===== src/rtl/vga_cmd_pkg.sv =====
// Shared types and widths for the VGA command sink.
//
// Purpose: command class encoding, the packed queue entry, FSM state
// encoding and the display field widths used by vga_cmd_fifo and
// vga_cmd_sink.
//
// Ports: none (package).
package vga_cmd_pkg;

  localparam int COORD_W     = 10;
  localparam int ATTR_W      = 16;
  localparam int COLOR_W     = 12;
  localparam int FONT_ADDR_W = 12;
  localparam int FONT_DATA_W = 8;
  localparam int SRCA_W      = 12;

  typedef enum logic [1:0] {
    CMD_SPRITE = 2'd0,
    CMD_FONT   = 2'd1,
    CMD_BG     = 2'd2
  } cmd_class_e;

  typedef enum logic [1:0] {
    ST_IDLE  = 2'd0,
    ST_WAIT  = 2'd1,
    ST_DRAIN = 2'd2
  } sink_state_e;

  // srcbHi carries operand B [25:16] (sprite y); srcbLo carries [15:0].
  typedef struct packed {
    cmd_class_e         cls;
    logic               selPos;
    logic               selAttr;
    logic               selVisi;
    logic [SRCA_W-1:0]  srca;
    logic [COORD_W-1:0] srcbHi;
    logic [ATTR_W-1:0]  srcbLo;
  } cmd_entry_t;

  // Collapses the class strobes into one class. Sprite wins over font,
  // font over background, if the core ever raises more than one.
  function automatic cmd_class_e classOf(input logic isSprite, input logic isFont);
    if (isSprite) begin
      return CMD_SPRITE;
    end else if (isFont) begin
      return CMD_FONT;
    end
    return CMD_BG;
  endfunction

endpackage


===== src/rtl/vga_cmd_fifo.sv =====
// Synchronous command FIFO for the VGA command sink.
//
// Purpose: stores queued display commands in strict arrival order.
// Pointers wrap modulo DEPTH (a power of two); count is one bit wider
// than the pointers so "full" and "empty" are unambiguous.
//
// Ports:
//   clk, reset  clock and synchronous active-high reset
//   push_i      enqueue data_i (ignored while full)
//   data_i      entry to enqueue
//   pop_i       dequeue the head entry (ignored while empty)
//   data_o      head entry, valid while not empty
//   full_o      count == DEPTH
//   empty_o     count == 0
//   count_o     number of stored entries
module vga_cmd_fifo
  import vga_cmd_pkg::*;
#(
  parameter int  DEPTH   = 4,
  parameter type entry_t = cmd_entry_t
) (
  input  logic                   clk,
  input  logic                   reset,
  input  logic                   push_i,
  input  entry_t                 data_i,
  input  logic                   pop_i,
  output entry_t                 data_o,
  output logic                   full_o,
  output logic                   empty_o,
  output logic [$clog2(DEPTH):0] count_o
);

  localparam int PW = $clog2(DEPTH);
  localparam int CW = PW + 1;

  entry_t        mem_q [DEPTH];
  logic [PW-1:0] wrPtr_q, wrPtr_d;
  logic [PW-1:0] rdPtr_q, rdPtr_d;
  logic [CW-1:0] count_q, count_d;
  logic          doPush;
  logic          doPop;

  assign full_o  = (count_q == CW'(DEPTH));
  assign empty_o = (count_q == '0);
  assign doPush  = push_i & ~full_o;
  assign doPop   = pop_i & ~empty_o;
  assign data_o  = mem_q[rdPtr_q];
  assign count_o = count_q;

  // A simultaneous push and pop leaves the count unchanged.
  always_comb begin
    wrPtr_d = wrPtr_q;
    rdPtr_d = rdPtr_q;
    count_d = count_q;
    if (doPush) begin
      wrPtr_d = wrPtr_q + PW'(1);
    end
    if (doPop) begin
      rdPtr_d = rdPtr_q + PW'(1);
    end
    case ({doPush, doPop})
      2'b10:   count_d = count_q + CW'(1);
      2'b01:   count_d = count_q - CW'(1);
      default: count_d = count_q;
    endcase
  end

  always_ff @(posedge clk) begin
    if (reset) begin
      wrPtr_q <= '0;
      rdPtr_q <= '0;
      count_q <= '0;
    end else begin
      wrPtr_q <= wrPtr_d;
      rdPtr_q <= rdPtr_d;
      count_q <= count_d;
    end
  end

  // Storage needs no reset: count gates every read.
  always_ff @(posedge clk) begin
    if (doPush) begin
      mem_q[wrPtr_q] <= data_i;
    end
  end

endmodule


===== src/rtl/vga_cmd_sink.sv =====
// VGA command sink: display-side receiver for the core's VGA instructions.
//
// Purpose: captures sprite/font/background commands from the E stage,
// queues them, and commits them one per cycle to the live display
// attribute registers. Back-pressures the core through vga_stall when
// the queue is full.
//
// Configuration macro: VGA_TEAR_GUARD_EN
//   defined   - commits only happen while vblank is high; a drain that
//               is cut short by vblank falling resumes at the next vblank.
//   undefined - vblank is ignored; entries commit whenever queued.
//
// Ports:
//   clk, reset                     clock, synchronous active-high reset
//   spriteE, fontE, backgroundE    command class strobes
//   posE, attrE, visiE             sprite field selects (combinable)
//   stallE                         E stage held, strobes ignored
//   srcaE                          sprite index [2:0] / font address [11:0]
//   srcbE                          payload
//   vblank                         vertical blank level
//   vga_stall                      queue full
//   spr_x, spr_y, spr_attr, spr_vis  flattened sprite registers, sprite 0 in LSBs
//   bg_color                       background RGB444
//   font_we, font_addr, font_data  one-cycle font RAM write
//   frame_commit                   pulse when the queue drains to empty
module vga_cmd_sink
  import vga_cmd_pkg::*;
#(
  parameter int NSPRITE = 8,
  parameter int DEPTH   = 4
) (
  input  logic                       clk,
  input  logic                       reset,
  input  logic                       spriteE,
  input  logic                       fontE,
  input  logic                       backgroundE,
  input  logic                       posE,
  input  logic                       attrE,
  input  logic                       visiE,
  input  logic                       stallE,
  input  logic [31:0]                srcaE,
  input  logic [31:0]                srcbE,
  input  logic                       vblank,
  output logic                       vga_stall,
  output logic [NSPRITE*COORD_W-1:0] spr_x,
  output logic [NSPRITE*COORD_W-1:0] spr_y,
  output logic [NSPRITE*ATTR_W-1:0]  spr_attr,
  output logic [NSPRITE-1:0]         spr_vis,
  output logic [COLOR_W-1:0]         bg_color,
  output logic                       font_we,
  output logic [FONT_ADDR_W-1:0]     font_addr,
  output logic [FONT_DATA_W-1:0]     font_data,
  output logic                       frame_commit
);

  localparam int IDXW = (NSPRITE > 1) ? $clog2(NSPRITE) : 1;
  localparam int CW   = $clog2(DEPTH) + 1;

  sink_state_e                state_q;
  logic                       frameCommit_q;
  logic [NSPRITE*COORD_W-1:0] sprX_q;
  logic [NSPRITE*COORD_W-1:0] sprY_q;
  logic [NSPRITE*ATTR_W-1:0]  sprAttr_q;
  logic [NSPRITE-1:0]         sprVis_q;
  logic [COLOR_W-1:0]         bgColor_q;
  logic                       fontWe_q;
  logic [FONT_ADDR_W-1:0]     fontAddr_q;
  logic [FONT_DATA_W-1:0]     fontData_q;

  cmd_entry_t    pushEntry;
  cmd_entry_t    headEntry;
  logic          fifoFull;
  logic          fifoEmpty;
  logic [CW-1:0] fifoCount;
  logic          cmdStrobe;
  logic          pushEn;
  logic          popEn;
  logic          lastPop;
  logic          commitWindow;
  logic [IDXW-1:0] sprIdx;

  // Operand bits the sink never looks at.
  logic unusedOperandBits;

`ifdef VGA_TEAR_GUARD_EN
  localparam sink_state_e ARM_STATE = ST_WAIT;
  assign commitWindow      = vblank;
  assign unusedOperandBits = ^{srcaE[31:SRCA_W], srcbE[31:26], fifoFull};
`else
  localparam sink_state_e ARM_STATE = ST_DRAIN;
  assign commitWindow      = 1'b1;
  assign unusedOperandBits = ^{srcaE[31:SRCA_W], srcbE[31:26], fifoFull, vblank};
`endif

  assign cmdStrobe = spriteE | fontE | backgroundE;
  assign vga_stall = (fifoCount == CW'(DEPTH));
  assign pushEn    = cmdStrobe & ~stallE & ~vga_stall;

  // The head entry commits on the same edge that WAIT sees the commit
  // window open, so a push into an empty queue during vblank lands one
  // edge later.
  assign popEn   = (state_q != ST_IDLE) & ~fifoEmpty & commitWindow;
  // A push alongside the final pop keeps the queue non-empty.
  assign lastPop = popEn & (fifoCount == CW'(1)) & ~pushEn;
  assign sprIdx  = headEntry.srca[IDXW-1:0];

  always_comb begin
    pushEntry         = '0;
    pushEntry.cls     = classOf(spriteE, fontE);
    pushEntry.selPos  = posE;
    pushEntry.selAttr = attrE;
    pushEntry.selVisi = visiE;
    pushEntry.srca    = srcaE[SRCA_W-1:0];
    pushEntry.srcbHi  = srcbE[25:16];
    pushEntry.srcbLo  = srcbE[15:0];
  end

  vga_cmd_fifo #(
    .DEPTH   (DEPTH),
    .entry_t (cmd_entry_t)
  ) u_fifo (
    .clk     (clk),
    .reset   (reset),
    .push_i  (pushEn),
    .data_i  (pushEntry),
    .pop_i   (popEn),
    .data_o  (headEntry),
    .full_o  (fifoFull),
    .empty_o (fifoEmpty),
    .count_o (fifoCount)
  );

  // Sequencing FSM with the registered frame_commit pulse.
  always_ff @(posedge clk) begin
    if (reset) begin
      state_q       <= ST_IDLE;
      frameCommit_q <= 1'b0;
    end else begin
      frameCommit_q <= lastPop;
      unique case (state_q)
        ST_IDLE: begin
          if (pushEn) begin
            state_q <= ARM_STATE;
          end
        end
        ST_WAIT: begin
          if (commitWindow) begin
            state_q <= lastPop ? ST_IDLE : ST_DRAIN;
          end
        end
        ST_DRAIN: begin
          if (lastPop) begin
            state_q <= ST_IDLE;
          end else if (!commitWindow) begin
            state_q <= ST_WAIT;
          end else if (fifoEmpty && !pushEn) begin
            state_q <= ST_IDLE;
          end
        end
        default: state_q <= ST_IDLE;
      endcase
    end
  end

  // Live display registers, updated from the popped head entry.
  always_ff @(posedge clk) begin
    if (reset) begin
      sprX_q     <= '0;
      sprY_q     <= '0;
      sprAttr_q  <= '0;
      sprVis_q   <= '0;
      bgColor_q  <= '0;
      fontWe_q   <= 1'b0;
      fontAddr_q <= '0;
      fontData_q <= '0;
    end else begin
      fontWe_q <= 1'b0;
      if (popEn) begin
        unique case (headEntry.cls)
          CMD_SPRITE: begin
            if (headEntry.selPos) begin
              sprX_q[int'(sprIdx)*COORD_W +: COORD_W] <= headEntry.srcbLo[COORD_W-1:0];
              sprY_q[int'(sprIdx)*COORD_W +: COORD_W] <= headEntry.srcbHi;
            end
            if (headEntry.selAttr) begin
              sprAttr_q[int'(sprIdx)*ATTR_W +: ATTR_W] <= headEntry.srcbLo;
            end
            if (headEntry.selVisi) begin
              sprVis_q[sprIdx] <= headEntry.srcbLo[0];
            end
          end
          CMD_FONT: begin
            fontWe_q   <= 1'b1;
            fontAddr_q <= headEntry.srca[FONT_ADDR_W-1:0];
            fontData_q <= headEntry.srcbLo[FONT_DATA_W-1:0];
          end
          CMD_BG: begin
            bgColor_q <= headEntry.srcbLo[COLOR_W-1:0];
          end
          default: begin
          end
        endcase
      end
    end
  end

  assign spr_x        = sprX_q;
  assign spr_y        = sprY_q;
  assign spr_attr     = sprAttr_q;
  assign spr_vis      = sprVis_q;
  assign bg_color     = bgColor_q;
  assign font_we      = fontWe_q;
  assign font_addr    = fontAddr_q;
  assign font_data    = fontData_q;
  assign frame_commit = frameCommit_q;

endmodule


===== config.mk =====
export PLATFORM = sky130hd
export DESIGN_NAME = vga_cmd_sink
export DESIGN_NICKNAME = d
export VERILOG_FILES = /design/src/rtl/vga_cmd_pkg.sv /design/src/rtl/vga_cmd_fifo.sv /design/src/rtl/vga_cmd_sink.sv
export SDC_FILE = /design/constraint.sdc
export NUM_CORES = 1
export LEC_CHECK = 0
export ABC_AREA = 1
export ABC_CLOCK_PERIOD_IN_PS = 9800
export CAP_MARGIN = 20
export CORE_MARGIN = 10
export CORE_UTILIZATION = 60
export DETAILED_ROUTE_END_ITERATION = 8
export DONT_BUFFER_PORTS = 1
export PLACE_DENSITY = 0.76
export SETUP_SLACK_MARGIN = 0.2
export SLEW_MARGIN = 20
export SYNTH_ARGS = -nofsm -noshare
export SYNTH_HDL_FRONTEND = slang
export SYNTH_HIERARCHICAL = 1
export SYNTH_SLANG_ARGS = --single-unit

===== constraint.sdc =====
create_clock -name clk -period 9.8 [get_ports clk]
set_input_delay 2.94 -clock clk [delete_from_list [all_inputs] [get_ports clk]]
set_output_delay 2.94 -clock clk [all_outputs]
set_load 0.01 [all_outputs]

# Yosys cells after proc, flatten, opt, wreduce, memory -nomap -nowiden
# Memory sizes are Yosys's and may differ from the RTL's. A register that Yosys moved wholly into a read port is not among the register bits.
# Cells that the tools add are included.
# Widths: inputs -> output; s select.
[classes]
multipliers = 1
bitwise_logic = 14
shift = 5
addsub = 6
eq_ne = 10
muxes = 22
n_lt_le_gt_ge = 2
reduce_logical = 15
[op_table]
columns = ["op", "n"]
rows = [
  ["$bwmux 80", 2],
  ["$shiftx 10x33->80", 2],
  ["$bwmux 128", 1],
  ["$shift 16x33->128 const A", 1],
  ["$shiftx 16x33->128", 1],
  ["$shift 10x33->80 const A", 1],
  ["$neg 7->33", 2],
  ["$mux 2", 9],
  ["$reduce_and 3->1", 3],
  ["$bwmux 8", 1],
  ["$and 1x1->1", 7],
  ["$eq 2x1->1 const B", 3],
  ["$eq 2x2->1 const B", 3],
  ["$mul 3x3->6 const B", 1],
  ["$mux 1", 6],
  ["$pmux 2 s3", 1],
  ["$pmux 3 s2", 1],
  ["$reduce_and 2->1", 3],
  ["$not 1->1", 5],
  ["$add 2x1->2 const B", 2],
  ["$logic_not 2->1", 2],
  ["$lt 3x4->1 const B", 1],
  ["$reduce_bool 2->1", 2],
  ["$add 3x1->3 const B", 1],
  ["12 further kinds", 14],
]
[word_totals]
regBits = 339
memories = 1
ramBits = 172
input_bits = 74
output_inout_bits = 331
[memory_table]
columns = ["name", "words", "word_bits", "read_ports", "rd_clocked_by_memory_dff", "wr", "line_no", "text"]
rows = [
  ["u_fifo.mem_q", 4, 43, 1, 1, 1, "vga_cmd_fifo.sv:36", "entry_t mem_q [DEPTH];"],
]

# Logic depth before layout (Yosys ltp)
[depth]
depth_word = 9
depth_mapped = 26

# Modules after synthesis
# The synthesis kept the hierarchy.
[modules_own_cells]
columns = ["module", "cells_each", "area_each_um2", "seq_area_each_um2", "n_inst"]
rows = [
  ["vga_cmd_sink", 2097, 14676.6, 6626.4, 1],
  ["vga_cmd_fifo", 485, 6839.1, 5345.1, 1],
]

# Worst setup path before layout
# OpenSTA, ideal clock, no wires.
[synth_timing]
path_kind = "input port to flip-flop"
from = "in fontE"
to = "mem u_fifo/mem_q[0][0] (netlist bit), enable pin"
n_path_buf = 0
cell_stages = 4
t_arrival_ns = 5.389
path_slack_ns = 3.967
setup_ns = 0.444
t_required_ns = 9.356
path_cell_list = "nor3_1 > nor3_1 > nand2_1 > nor2_1"
[synth_via]
elab_chain_len = 7
[synth_rtl]
columns = ["item", "line_no", "text"]
rows = [
  ["start, declared", "vga_cmd_sink.sv:35", "input logic fontE,"],
  ["$or 1x1->1 (2 in a row)", "vga_cmd_sink.sv:95", "assign cmdStrobe = spriteE | fontE | backgroundE;"],
  ["$and 1x1->1 (2 in a row)", "vga_cmd_sink.sv:97", "assign pushEn = cmdStrobe & ~stallE & ~vga_stall;"],
  ["named net pushEn", "vga_cmd_sink.sv:76", "logic pushEn;"],
  ["$and 1x1->1", "vga_cmd_fifo.sv:45", "assign doPush = push_i & ~full_o;"],
  ["$mux 1", "vga_cmd_fifo.sv:82", "if (doPush) begin"],
  ["$mux 1 (implied by the code)", "vga_cmd_fifo.sv:83", "mem_q[wrPtr_q] <= data_i;"],
  ["end, declared", "vga_cmd_fifo.sv:36", ""],
]
# The timed path passes the listed nets, and every way through them passes these cells.

==> flow_summary_export.csv <==
group,metric,value,unit
placement,place_inst,2926,
pwr,clockPowerShare,36.5,%
worst_setup_path,cp_max_fo,84,
sta,tns,0,ns
sta,timing.slew.headroom,21.0,%
run,drv_cap,0,
clock_network,cts_resized,0,
worst_setup_path,cp-end-kind,"flip-flop",
routing,drt_iter0_drc,2190,
pwr,p_int,0.00353,W
global_route,grt_overflow,0,
sta,hold_viol_final,0,
sta,finalCritPeriodShare,69.0,%
finish,multiInputGateArea,8210,um2
global_route,grt_pass1_wl,103000,um
floorplan,fp.dieH,209,um
clock_network,clk_path_buf_depth,3,
min_path,hold_path.startpoint,"spr_x[31]",
global_route,grt_usage,29.7,%
clock_network,cts_inserted_buffers,49,
sta,fin_skew,0.0190,ns
placement,dp_hpwl,48000,um
clock_network,cts_sinks,512,
finish,fin_cells,3017,
min_path,hold_end,"spr_x[31]",
placement,place_congestion,0.970,
floorplan,core_region_area,35500,um2
sta,setup_viol,0,
status,status,"complete, no violations",
routing,drt_first_pass_iters,8,
floorplan,rows,69,
logic_synthesis,netlist_area,21500,um2
pwr,combPwrFrac,19.4,%
min_path,whs_path_depth,2,
sta,slew_viol_final,0,
finish,drive_above_1_share,6.92,%
sta,fin_hold_ws,0.499,ns
global_route,grt_start_max_net_pins,126,
pwr,power_density,222,nW/um2
sta,setup_ws,3.03,ns
placement,io_buffer_count,0,
sta,rsz0062_at_grt,"no",
logic_synthesis,syn_nets,2668,
finish,fillCellCount,3003,
worst_setup_path,reg2reg_to,"spr_attr[45]",
routing,drt-vias-per-instance,6.08,
worst_setup_path,reg2reg_depth,17,
finish,diodes,0,
logic_synthesis,synthCells,2581,
sta,tightest_slew,1.17,ns
floorplan,dieWidth,209,um
routing,wl_per_cell,22.8,um
clock_network,postCtsSetupBuffers,0,
routing,totalWireLength,68800,um
logic_synthesis,syn_avg_cell_area,8.33,um2
pwr,max-vdd-ir-drop,0.204,mV
floorplan,dieArea,43800,um2
finish,regArea,12000,um2
sta,min_period,6.77,ns
global_route,first_global_vias,16700,
routing,drtAntennaViolNets,0,
pwr,swShare,31.9,%
worst_setup_path,critPathLaunchType,"flip-flop",
pwr,pwr-share-seq,44.1,%
finish,nNetsFinal,2603,
worst_setup_path,required,10.28,ns
worst_setup_path,reg2reg_slack,3.03,ns
clock_network,root_buffer,"clkbuf_16",
floorplan,io_pins,405,
clock_network,htreeDepth,2,
logic_synthesis,yosys_warnings,6,
min_path,hp-class,"flip-flop to flip-flop",
routing,post-route-drc-count,0,
clock_network,cts_tree,"done",
routing,num_vias,18300,
finish,fin_util,65.6,%
sta,timing.fmax,148,MHz
global_route,grt_antenna_before_repair,0,
finish,syn_to_final_growth,8.20,%
pwr,power_switching,0.00165,W
clock_network,clk_pin_slew,0.06,ns
clock_network,clock_latency,0.59,ns
clock_network,postCtsHoldBufs,0,
placement,place_ws,3.26,ns
worst_setup_path,worstPathArrival,7.24,ns
pwr,leakagePower,9.16,nW
worst_setup_path,critical_path_class,"flip-flop to flip-flop",
floorplan,start_util,60.6,%
worst max path at each step:
stage                    from            endpoint  slack (ns)  cells after the start
floorplan               fontE  u_fifo/mem_q[0][0]        3.97                      4
global placement    flip-flop        spr_attr[45]        3.44                     17
detailed placement  flip-flop        spr_attr[45]        3.26                     17
CTS                 flip-flop        spr_attr[45]        3.14                     17
global route        flip-flop        spr_attr[45]        2.60                     17
finish              flip-flop        spr_attr[45]        3.03                     17
per-layer routing:
layer	GRT usage, %	vias up	wire length [um]
met5	0	-	0
met1	36.7	8657	26400
met2	48.5	937	32900
li1	-	8594	-
met4	11.7	0	2580
met3	8.06	149	6940
state kept, by name (all words and copies together) (netlist names), 2 cells and up, named ones only:
name	flops
font_addr	12
spr_vis	8
u_fifo/wrPtr_q	2
spr_y	80
bg_color	12
font_data	8
u_fifo/count_o	3
u_fifo/rdPtr_q	2
u_fifo/mem_q	172
spr_attr	128
spr_x	80
cells in the final DEF, fill, tap and decap left out, types with 26 or more instances in the layout:
cell type	instances
o21ai_0	320
clkbuf_16	50
nor3_1	30
nor2_2	26
nand2_1	390
dfxtp_1	339
edfxtp_1	172
nand3_1	141
a21oi_1	256
o22ai_1	49
o21ai_1	36
nor2_1	394
inv_1	165
power groups by stage:
stage,logic [W],registers [W],clock network [W]
2_1_floorplan,0.000673,0.00232,0
3_3_place_gp,0.000960,0.00233,0
3_5_place_dp,0.000970,0.00233,0
4_1_cts,0.000976,0.00228,0.00191
5_1_grt,0.00107,0.00229,0.00199
6_report,0.00100,0.00228,0.00189
through the flow:
step | area (um2) | total power (W)
floorplan | 21500 | 0.00299
global placement | 21700 | 0.00329
finish | 23300 | 0.00518
detailed placement | 21700 | 0.00330
CTS | 23300 | 0.00517
global route | 23300 | 0.00535
layout make-up:
| type | count | area share [%] |
|---|---|---|
| flip-flops and latches | 512 | 51.4 |
| multi-input cells | 1738 | 35.3 |
| clock buffers | 74 | 6.28 |
| inverters | 194 | 3.15 |
| well taps | 461 | 2.48 |
| clock inverters | 17 | 0.704 |
| repair buffers | 21 | 0.677 |
critical path, stage by stage, from the launching register on:
cell and delay, ns:
dfxtp_2 0.52, buf_4 0.39, inv_2 0.12, buf_4 0.67
o21ai_0 0.16, o22ai_1 0.54, inv_1 0.22, ha_2 0.27
ha_1 0.62, inv_1 0.41, nor2_4 0.26, inv_2 0.10
nor2_1 0.67, inv_2 0.17, nor2_2 0.81, inv_1 0.35
a31oi_1 0.24, nor3_1 0.06
Note: power is estimated with default switching activity, not from simulation.
